**config.mk**
```make
export PLATFORM = sky130hd
export DESIGN_NAME = memory_cycle_flat
export DESIGN_NICKNAME = d
export VERILOG_FILES = /design/src/rtl/memory_cycle_pkg.sv /design/src/rtl/memory_cycle_if.sv /design/src/rtl/memory_cycle_dmem_handshake.sv /design/src/rtl/memory_cycle.sv /design/src/flat_wrapper.sv
export SDC_FILE = /design/constraint.sdc
export NUM_CORES = 1
export LEC_CHECK = 0
export BUFFER_PORTS_ARGS = -buffer_cell sky130_fd_sc_hd__buf_2
export CAP_MARGIN = 20
export CELL_PAD_IN_SITES_DETAIL_PLACEMENT = 1
export CELL_PAD_IN_SITES_GLOBAL_PLACEMENT = 2
export CORE_MARGIN = 10
export CORE_UTILIZATION = 24
export CTS_CLUSTER_DIAMETER = 120
export DETAILED_ROUTE_END_ITERATION = 16
export GPL_TIMING_DRIVEN = 0
export PLACE_DENSITY_LB_ADDON = 0.3
export SLEW_MARGIN = 20
export SYNTH_ARGS = -nofsm -noshare
export SYNTH_HDL_FRONTEND = slang
export SYNTH_HIERARCHICAL = 1
export SYNTH_SLANG_ARGS = --single-unit
```
**constraint.sdc**
```tcl
create_clock -name clk -period 2.9 [get_ports clk]
set_input_delay 0.145 -clock clk [delete_from_list [all_inputs] [get_ports clk]]
set_output_delay 0.145 -clock clk [all_outputs]
set_load 0.02 [all_outputs]
```
**src/rtl/memory_cycle_pkg.sv**
```systemverilog
// rtl/memory_cycle_pkg.sv - shared encodings for the MEM pipeline stage
package memory_cycle_pkg;

    typedef enum logic {
        ST_IDLE = 1'b0,
        ST_WAIT = 1'b1
    } mem_state_e;

    localparam logic RESULT_SRC_MEM  = 1'b1;
    localparam int   DEFAULT_TIMEOUT = 16;

    function automatic logic is_misaligned(input logic access, input logic [1:0] addr_lsb);
        return access && (addr_lsb != 2'b00);
    endfunction

endpackage

```
**src/rtl/memory_cycle_if.sv**
```systemverilog
// rtl/memory_cycle_if.sv - data memory req/ready bus
interface memory_cycle_if #(
    parameter int DATA_W = 32
);
    logic              dmem_req;
    logic              dmem_we;
    logic [DATA_W-1:0] dmem_addr;
    logic [DATA_W-1:0] dmem_wdata;
    logic [DATA_W-1:0] dmem_rdata;
    logic              dmem_ready;

    modport master (
        output dmem_req, dmem_we, dmem_addr, dmem_wdata,
        input  dmem_rdata, dmem_ready
    );

    modport slave (
        input  dmem_req, dmem_we, dmem_addr, dmem_wdata,
        output dmem_rdata, dmem_ready
    );
endinterface

```
**src/rtl/memory_cycle_dmem_handshake.sv**
```systemverilog
// rtl/memory_cycle_dmem_handshake.sv - request FSM and wait-cycle timeout counter
module dmem_handshake
    import memory_cycle_pkg::*;
#(
    parameter int TIMEOUT = DEFAULT_TIMEOUT,
    parameter int CNT_W   = 5
) (
    input  logic clk,
    input  logic rst,
    input  logic req_valid,
    input  logic dmem_ready,
    output logic dmem_req,
    output logic StallM,
    output logic complete,
    output logic abort
);

    localparam logic [CNT_W-1:0] CNT_LAST = CNT_W'(TIMEOUT - 1);

    mem_state_e       state_q, state_d;
    logic [CNT_W-1:0] cnt_q, cnt_d;

    always_ff @(posedge clk or negedge rst) begin
        if (!rst) begin
            state_q <= ST_IDLE;
            cnt_q   <= '0;
        end else begin
            state_q <= state_d;
            cnt_q   <= cnt_d;
        end
    end

    always_comb begin
        state_d  = state_q;
        cnt_d    = cnt_q;
        dmem_req = req_valid;
        StallM   = 1'b0;
        complete = 1'b0;
        abort    = 1'b0;
        case (state_q)
            ST_IDLE: begin
                if (req_valid) begin
                    if (dmem_ready) begin
                        complete = 1'b1;
                    end else begin
                        state_d = ST_WAIT;
                        cnt_d   = CNT_W'(1);
                        StallM  = 1'b1;
                    end
                end
            end
            ST_WAIT: begin
                // ready is honoured ahead of the timeout on the final wait cycle
                if (req_valid && dmem_ready) begin
                    complete = 1'b1;
                    state_d  = ST_IDLE;
                    cnt_d    = '0;
                end else if (cnt_q == CNT_LAST) begin
                    abort   = 1'b1;
                    state_d = ST_IDLE;
                    cnt_d   = '0;
                end else begin
                    cnt_d  = cnt_q + CNT_W'(1);
                    StallM = 1'b1;
                end
            end
            default: begin
                state_d = ST_IDLE;
                cnt_d   = '0;
            end
        endcase
    end

endmodule

```
**src/rtl/memory_cycle.sv**
```systemverilog
// rtl/memory_cycle.sv - MEM stage: data memory access and MEM/WB register
module memory_cycle
    import memory_cycle_pkg::*;
#(
    parameter int DATA_W  = 32,
    parameter int TIMEOUT = DEFAULT_TIMEOUT,
    parameter int CNT_W   = 5
) (
    input  logic              clk,
    input  logic              rst,
    input  logic              RegWriteM,
    input  logic              MemWriteM,
    input  logic              ResultSrcM,
    input  logic [4:0]        RD_M,
    input  logic [DATA_W-1:0] PCPlus4M,
    input  logic [DATA_W-1:0] WriteDataM,
    input  logic [DATA_W-1:0] ALU_ResultM,
    memory_cycle_if.master    dmem,
    output logic              StallM,
    output logic              BusErr,
    output logic              RegWriteW,
    output logic              ResultSrcW,
    output logic [4:0]        RD_W,
    output logic [DATA_W-1:0] PCPlus4W,
    output logic [DATA_W-1:0] ALU_ResultW,
    output logic [DATA_W-1:0] ReadDataW
);

    logic access, misalign, is_load, complete, abort;

    assign is_load  = (ResultSrcM == RESULT_SRC_MEM);
    assign access   = MemWriteM | is_load;
    assign misalign = is_misaligned(access, ALU_ResultM[1:0]);

    assign dmem.dmem_we    = MemWriteM;
    assign dmem.dmem_addr  = ALU_ResultM;
    assign dmem.dmem_wdata = WriteDataM;

    dmem_handshake #(
        .TIMEOUT (TIMEOUT),
        .CNT_W   (CNT_W)
    ) u_handshake (
        .clk        (clk),
        .rst        (rst),
        .req_valid  (access & ~misalign),
        .dmem_ready (dmem.dmem_ready),
        .dmem_req   (dmem.dmem_req),
        .StallM     (StallM),
        .complete   (complete),
        .abort      (abort)
    );

    logic              regwrite_q, regwrite_d;
    logic              resultsrc_q, resultsrc_d;
    logic [4:0]        rd_q, rd_d;
    logic [DATA_W-1:0] pcplus4_q, pcplus4_d;
    logic [DATA_W-1:0] alu_q, alu_d;
    logic [DATA_W-1:0] rdata_q, rdata_d;
    logic              buserr_q, buserr_d;

    always_comb begin
        regwrite_d  = RegWriteM;
        resultsrc_d = ResultSrcM;
        rd_d        = RD_M;
        pcplus4_d   = PCPlus4M;
        alu_d       = ALU_ResultM;
        rdata_d     = '0;
        buserr_d    = buserr_q;
        if (StallM) begin
            // bubble while the access is outstanding; the instruction enters W once, on completion
            regwrite_d  = 1'b0;
            resultsrc_d = 1'b0;
            rd_d        = '0;
            pcplus4_d   = '0;
            alu_d       = '0;
        end else if (abort || misalign) begin
            regwrite_d = 1'b0;
            buserr_d   = 1'b1;
        end else if (complete && !MemWriteM) begin
            rdata_d = dmem.dmem_rdata;
        end
    end

    always_ff @(posedge clk or negedge rst) begin
        if (!rst) begin
            regwrite_q  <= 1'b0;
            resultsrc_q <= 1'b0;
            rd_q        <= '0;
            pcplus4_q   <= '0;
            alu_q       <= '0;
            rdata_q     <= '0;
            buserr_q    <= 1'b0;
        end else begin
            regwrite_q  <= regwrite_d;
            resultsrc_q <= resultsrc_d;
            rd_q        <= rd_d;
            pcplus4_q   <= pcplus4_d;
            alu_q       <= alu_d;
            rdata_q     <= rdata_d;
            buserr_q    <= buserr_d;
        end
    end

    assign BusErr      = buserr_q;
    assign RegWriteW   = regwrite_q;
    assign ResultSrcW  = resultsrc_q;
    assign RD_W        = rd_q;
    assign PCPlus4W    = pcplus4_q;
    assign ALU_ResultW = alu_q;
    assign ReadDataW   = rdata_q;

endmodule
```
**src/flat_wrapper.sv**
```systemverilog
// flat-port wrapper written by rule: the top's interface ports become plain ports
module memory_cycle_flat import memory_cycle_pkg::*;
#(
    parameter int DATA_W  = 32,
    parameter int TIMEOUT = DEFAULT_TIMEOUT,
    parameter int CNT_W   = 5
)
  (clk, rst, RegWriteM, MemWriteM, ResultSrcM, RD_M, PCPlus4M, WriteDataM, ALU_ResultM, StallM, BusErr, RegWriteW, ResultSrcW, RD_W, PCPlus4W, ALU_ResultW, ReadDataW, dmem_dmem_req, dmem_dmem_we, dmem_dmem_addr, dmem_dmem_wdata, dmem_dmem_rdata, dmem_dmem_ready);
  memory_cycle_if #(.DATA_W(DATA_W)) dmem_i ();
  input  logic clk;
  input  logic rst;
  input  logic RegWriteM;
  input  logic MemWriteM;
  input  logic ResultSrcM;
  input  logic [4:0] RD_M;
  input  logic [DATA_W-1:0] PCPlus4M;
  input  logic [DATA_W-1:0] WriteDataM;
  input  logic [DATA_W-1:0] ALU_ResultM;
  output logic StallM;
  output logic BusErr;
  output logic RegWriteW;
  output logic ResultSrcW;
  output logic [4:0] RD_W;
  output logic [DATA_W-1:0] PCPlus4W;
  output logic [DATA_W-1:0] ALU_ResultW;
  output logic [DATA_W-1:0] ReadDataW;
  output wire logic [$bits(dmem_i.dmem_req)-1:0] dmem_dmem_req;
  output wire logic [$bits(dmem_i.dmem_we)-1:0] dmem_dmem_we;
  output wire logic [$bits(dmem_i.dmem_addr)-1:0] dmem_dmem_addr;
  output wire logic [$bits(dmem_i.dmem_wdata)-1:0] dmem_dmem_wdata;
  input wire logic [$bits(dmem_i.dmem_rdata)-1:0] dmem_dmem_rdata;
  input wire logic [$bits(dmem_i.dmem_ready)-1:0] dmem_dmem_ready;
  assign dmem_dmem_req = dmem_i.dmem_req;
  assign dmem_dmem_we = dmem_i.dmem_we;
  assign dmem_dmem_addr = dmem_i.dmem_addr;
  assign dmem_dmem_wdata = dmem_i.dmem_wdata;
  assign dmem_i.dmem_rdata = dmem_dmem_rdata;
  assign dmem_i.dmem_ready = dmem_dmem_ready;
  memory_cycle #(.DATA_W(DATA_W), .TIMEOUT(TIMEOUT), .CNT_W(CNT_W)) u_core (.clk(clk), .rst(rst), .RegWriteM(RegWriteM), .MemWriteM(MemWriteM), .ResultSrcM(ResultSrcM), .RD_M(RD_M), .PCPlus4M(PCPlus4M), .WriteDataM(WriteDataM), .ALU_ResultM(ALU_ResultM), .dmem(dmem_i), .StallM(StallM), .BusErr(BusErr), .RegWriteW(RegWriteW), .ResultSrcW(ResultSrcW), .RD_W(RD_W), .PCPlus4W(PCPlus4W), .ALU_ResultW(ALU_ResultW), .ReadDataW(ReadDataW));
endmodule
```
## Yosys cells after proc, flatten, opt, wreduce, memory -nomap -nowiden

Index checks and enable logic that the tools add are counted.

- Add/subtract/negate cells: 1
- Equal/unequal tests: 3
- Multiplexer cells: 26
- Bitwise logic cells: 5
- Reduce and logical (&&, ||, !) cells: 8

Operator list:

| kind | number |
|---|---|
| two-way mux 32 bit | 5 |
| two-way mux 5 bit | 5 |
| two-way mux 1 bit | 13 |
| one-hot mux 5 bit (2 select lines) | 1 |
| adder 5 x 1 -> 5 bit, second input constant | 1 |
| == test 5 x 4 -> 1 bit, second input constant | 1 |
| inequality test 2 bit, second input constant | 2 |
| one-hot mux 1 bit (2 select lines) | 2 |
| AND reduction 2 bit | 2 |
| logical AND 1 bit | 3 |
| inverter 1 bit | 3 |
| nonzero test 2 bit | 1 |
| bitwise AND 1 bit | 1 |
| logical NOT 1 bit | 1 |
| logical OR 1 bit | 1 |
| OR 1 bit | 1 |

- Bits in registers: 110
- Bits of input ports: 139
- Output and inout port bits: 171

## Longest topological paths before layout

- Depth after elaboration: 11
- Depth in mapped cells: 10
- Gate-level depth less buffers: 7

## Modules after synthesis

Netlist, hierarchy kept.

By module, submodules not included:

| module | instances | cells an instance | area each (um^2) | seq. area each (um^2) |
|---|---|---|---|---|
| memory_cycle | 1 | 294 | 4101.4 | 2602.5 |
| dmem_handshake | 1 | 32 | 315.3 | 150.1 |

## Worst setup path before layout

Ideal clock, no wire load.

- Path kind: register -> register
- Start: register u_core.u_handshake.cnt_q[0]
- End: register u_core.rdata_q[11] (netlist: u_core/ReadDataW[11])
- Setup time: 81 ps
- Data arrival time: 2110 ps
- Data required time: 2819 ps
- Setup slack: 709 ps
- Stages on the path, launching flop included: 9
- Cells stage by stage: dfrtp_1 -> ha_1 -> and4b_4 -> a21oi_1 -> buf_6 -> or4b_4 -> buf_6 -> buf_12 -> nor3b_2

- Elaborated cells on any way between the ends: 10

RTL lines:

| item | RTL line | source |
|---|---|---|
| start, declared | memory_cycle_dmem_handshake.sv:21 | `logic [CNT_W-1:0] cnt_q, cnt_d;` |
| start signal, assigned | memory_cycle_dmem_handshake.sv:29 | `cnt_q <= cnt_d;` |
| == test 5 x 4 -> 1 bit | memory_cycle_dmem_handshake.sv:58 | `end else if (cnt_q == CNT_LAST) begin` |
| two-way mux 1 bit | memory_cycle_dmem_handshake.sv:58 |  |
| two-way mux 1 bit | memory_cycle_dmem_handshake.sv:54 | `if (req_valid && dmem_ready) begin` |
| one-hot mux 1 bit (2 select lines) | memory_cycle_dmem_handshake.sv:40 | `case (state_q)` |
| named net StallM | flat_wrapper.sv:19 | `output logic StallM;` |
| two-way mux 32 bit | memory_cycle.sv:69 | `if (StallM) begin` |
| named net u_core.rdata_d[11] | memory_cycle.sv:58 | `logic [DATA_W-1:0] rdata_q, rdata_d;` |
| end signal, assigned | memory_cycle.sv:99 | `rdata_q <= rdata_d;` |
| end, declared | memory_cycle.sv:58 |  |

The timed path passes the listed nets, and every way through them passes these cells.
A chain may end at the register's enable or synchronous reset.

## Final worst setup path

- Start: register u_core.u_handshake.cnt_q[0]
- End: register u_core.rdata_q[5] (netlist: u_core/ReadDataW[5])

- Longest elaborated chain between the ends: 7
- Elaborated cells on any way between the ends: 10

Ends and longest elaborated chain:

| item | RTL line | source |
|---|---|---|
| == test 5 x 4 -> 1 bit * | memory_cycle_dmem_handshake.sv:58 |  |
| two-way mux 1 bit | memory_cycle_dmem_handshake.sv:58 |  |
| two-way mux 1 bit | memory_cycle_dmem_handshake.sv:54 |  |
| two-way mux 1 bit | memory_cycle_dmem_handshake.sv:40 |  |
| logical OR 1 bit | memory_cycle.sv:76 | `end else if (abort \|\| misalign) begin` |
| two-way mux 32 bit | memory_cycle.sv:76 |  |
| two-way mux 32 bit * | memory_cycle.sv:69 |  |
| named net u_core.rdata_d[5] | memory_cycle.sv:58 |  |

Mark *: on every way through the listed nets, which the timed path passes. The rest lies on a longest branch.

==> out/qor.txt <==
Period minus WS final - 2.29 ns
Most used DFF post-synth - dfrtp_1
dpl cells - 833
Syn Area/Cell - 13.5 um2
Initial Utilization - 24.5%
Crit Path Max Fanout - 10
Max Used Layer - met5
Async SR Flop Fraction - 100%
initial antenna violation count - 1
compound-gate portion of the synthesized area - 1.93%
Area growth syn-to-layout - 46.4%
grt total ovfl - 0
outcome - complete, no violations
Cell Pwr Density - 645 nW/um2
number of port buffers - 277
drt drc - 0
Placer Congestion - 0.696
Clock power frac - 28.7%
Seq/Total Area, Yosys - 62.3%
switching power of the nets - 1.41 mW
CTS Buf Count - 9
GR Util All Layers - 12.2%
Fin. Hold Viols - 0
cell count after synthesis - 326
Worst-Margin Slew - 0.663 ns
core area - 18,000 um2
Distinct cells, synth - 32
setup TNS - 0 ns
clk sinks - 110
Pre-Repair DR Iteration Count - 4
Sequential Power Share - 43.7%
Crit path top cell by count - buf_6
Ys Warns - 6
syn nets - 466
Final WS setup - 0.607 ns
TritonCTS clock tree - built
Initial DRC Count - 84
post_cts resized - 0
Worst VDD drop - 0.000288 V
Die Width - 156 um
Post-Place Cell Area - 6120 um2
post-route cell area - 6470 um2
die area - 24,200 um2
Place WS - 0.396 ns
WS Path Type - reg2reg
CP required - 3.16 ns
fmax - 0.436 GHz
Cell Chain, Critical Path - ha_1, and4b_4, a21oi_1, buf_6, or4b_4, buf_6, buf_12, nor3b_2
met3 routed WL - 1480 um
largest family of logic cells by synthesized area - simple AND/OR/NAND/NOR gates
HPWL Detailed - 12,900 um
Synth Area in Simple Gates - 21.0%
Switching Share - 33.9%
Combinational Power Share - 27.6%
reg2reg start - u_core/u_handshake/cnt_q[0]
die height - 156 um
leading cell types in the layout, fill and taps excluded - buf_2 (276), dfrtp_1 (110), nor2b_1 (69)
skew final - 0.00901 ns
hold depth - 2
ant diodes - 0
final hold slack - 0.00832 ns
Synth Register Bits - 110
post-synthesis mux area share - 0%
Worst EP arrival - 2.55 ns
Synth Area in Adders - 0.283%
Nets - 761
Post-synth EDFFs - 0
endpoints failing setup - 0
RSZ-0062 raised after global routing - false
DR vias - 3,410
total power - 4.17 mW
static leakage - 3.52 nW
WL met2 - 8000 um
fin crit share - 79.1%
worst rel slew slack - 55.8%
clock root buffer - clkbuf_16
min-delay worst type - in2reg
post-layout util - 35.9%
vias per inst - 3.99
xor/xnor share of the synthesized area - 0.198%
slowest cell on the critical path - or4b_4
R2R depth - 8
kind of start point of the critical path - register
antenna viol nets, final - 0
Pint - 2.76 mW
FP Rows - 49
vias in the first global route - 3,967
pins over their slew limit - 0
reg2reg end - u_core/ReadDataW[5]
largest net degree at the start of global routing - 66
met1 WL - 5720 um
clk buf depth - 2
most common library cell in the layout ignoring fill and taps - buf_2
clock latency at the later pin of the worst-skew pair - 0.35 ns
CTS H-tree lvls - 3
flop2flop setup slack - 0.61 ns
clk slew on worst S/H paths - 0.08 ns
Critical Path End Type - register
hold path start - RD_M[3]
max-cap violations - 0
mapped cell area - 4420 um2
first-pass GRT wire length - 23,000 um
Hold Path End - u_core/RD_W[3]
CP peak stage delay - 0.53 ns
share of cells above drive strength 1 - 63.7%
average wire per standard cell - 18.0 um
WL final - 15,400 um
Non-Filler Instances - 855
num ports - 310
Yosys cell counts (all sizes together) (2+ instances only):
| cell | n | area share [%] |
|---|---|---|
| nor3b | 32 | 8.8 |
| clkbuf | 10 | 0.85 |
| inv | 2 | 0.17 |
| dfrtp | 110 | 62 |
| buf | 73 | 13 |
| a21oi | 3 | 0.34 |
| o21ai | 2 | 0.23 |
| nor2b | 69 | 9.8 |
| nor2 | 4 | 0.34 |
| nand2 | 3 | 0.25 |
repair_timing:
action / CTS / global route
hold buffers: 6 / 0
hold endpoints to repair: 50 / 0
setup buffers: 0 / 0
sequential cells by signal, summed over array words and instances (netlist names), 5 cells and up:
name	count
u_core/u_handshake/cnt_q	5
u_core/RD_W	5
u_core/PCPlus4W	32
u_core/ALU_ResultW	32
u_core/ReadDataW	32
routing by layer:
layer | track usage, % | vias to the layer above
met5 | 0 | -
met4 | 3.43 | 2
met3 | 5.29 | 14
met2 | 21.9 | 179
met1 | 12.8 | 1662
li1 | - | 1553
cells by family (layout without fill, tap and decap cells):
logic type	count (synthesis)	count (layout)
AND/OR/NAND/NOR	117	117
flip-flops	110	110
buffers and inverters	85	385
AO/OA/AOI/OAI	12	12
adder cells (fa/ha/maj)	1	1
XOR/XNOR	1	1
how the worst max path moves through the flow:
stage	from	endpoint	slack, ns	cells after the start
5_1_grt	u_core/u_handshake/state_q	u_core/ReadDataW[27]	0.46	8
3_5_place_dp	MemWriteM	u_core/ReadDataW[5]	0.40	11
4_1_cts	u_core/u_handshake/cnt_q[0]	u_core/ReadDataW[27]	0.58	8
2_1_floorplan	u_core/u_handshake/cnt_q[0]	u_core/ReadDataW[11]	0.71	8
6_report	u_core/u_handshake/cnt_q[0]	u_core/ReadDataW[5]	0.61	8
3_3_place_gp	rst	u_core/ALU_ResultW[18]	0.31	1
final cells by class:
cell class | instances | area [um2]
clock inverters | 7 | 57.6
inverters | 2 | 7.51
fillers | 2057 | 11600
well taps | 229 | 287
clock buffers | 9 | 225
flip-flops and latches | 110 | 2750
multi-input cells | 131 | 1030
plain buffers | 83 | 623
repair buffers | 284 | 1480
worst max-delay path: cells and delay by family, from the launching register on:
kind | cells | cell delay, ns
AO/OA/AOI/OAI | 1 | 0.12
adder cells (fa/ha/maj) | 1 | 0.19
buffers and inverters | 3 | 0.49
flip-flops | 1 | 0.43
AND/OR/NAND/NOR | 3 | 0.96
power groups by stage:
stage          Sequential, mW  Combinational [mW]  Clock, mW
6_report                 1.82                1.15       1.20
5_1_grt                  1.85                1.26       1.33
4_1_cts                  1.83                1.19       1.26
2_1_floorplan            2.08               0.443          0
3_3_place_gp             1.85                1.16          0
3_5_place_dp             1.86                1.18          0
No activity file was read; power rests on OpenSTA's default activity.
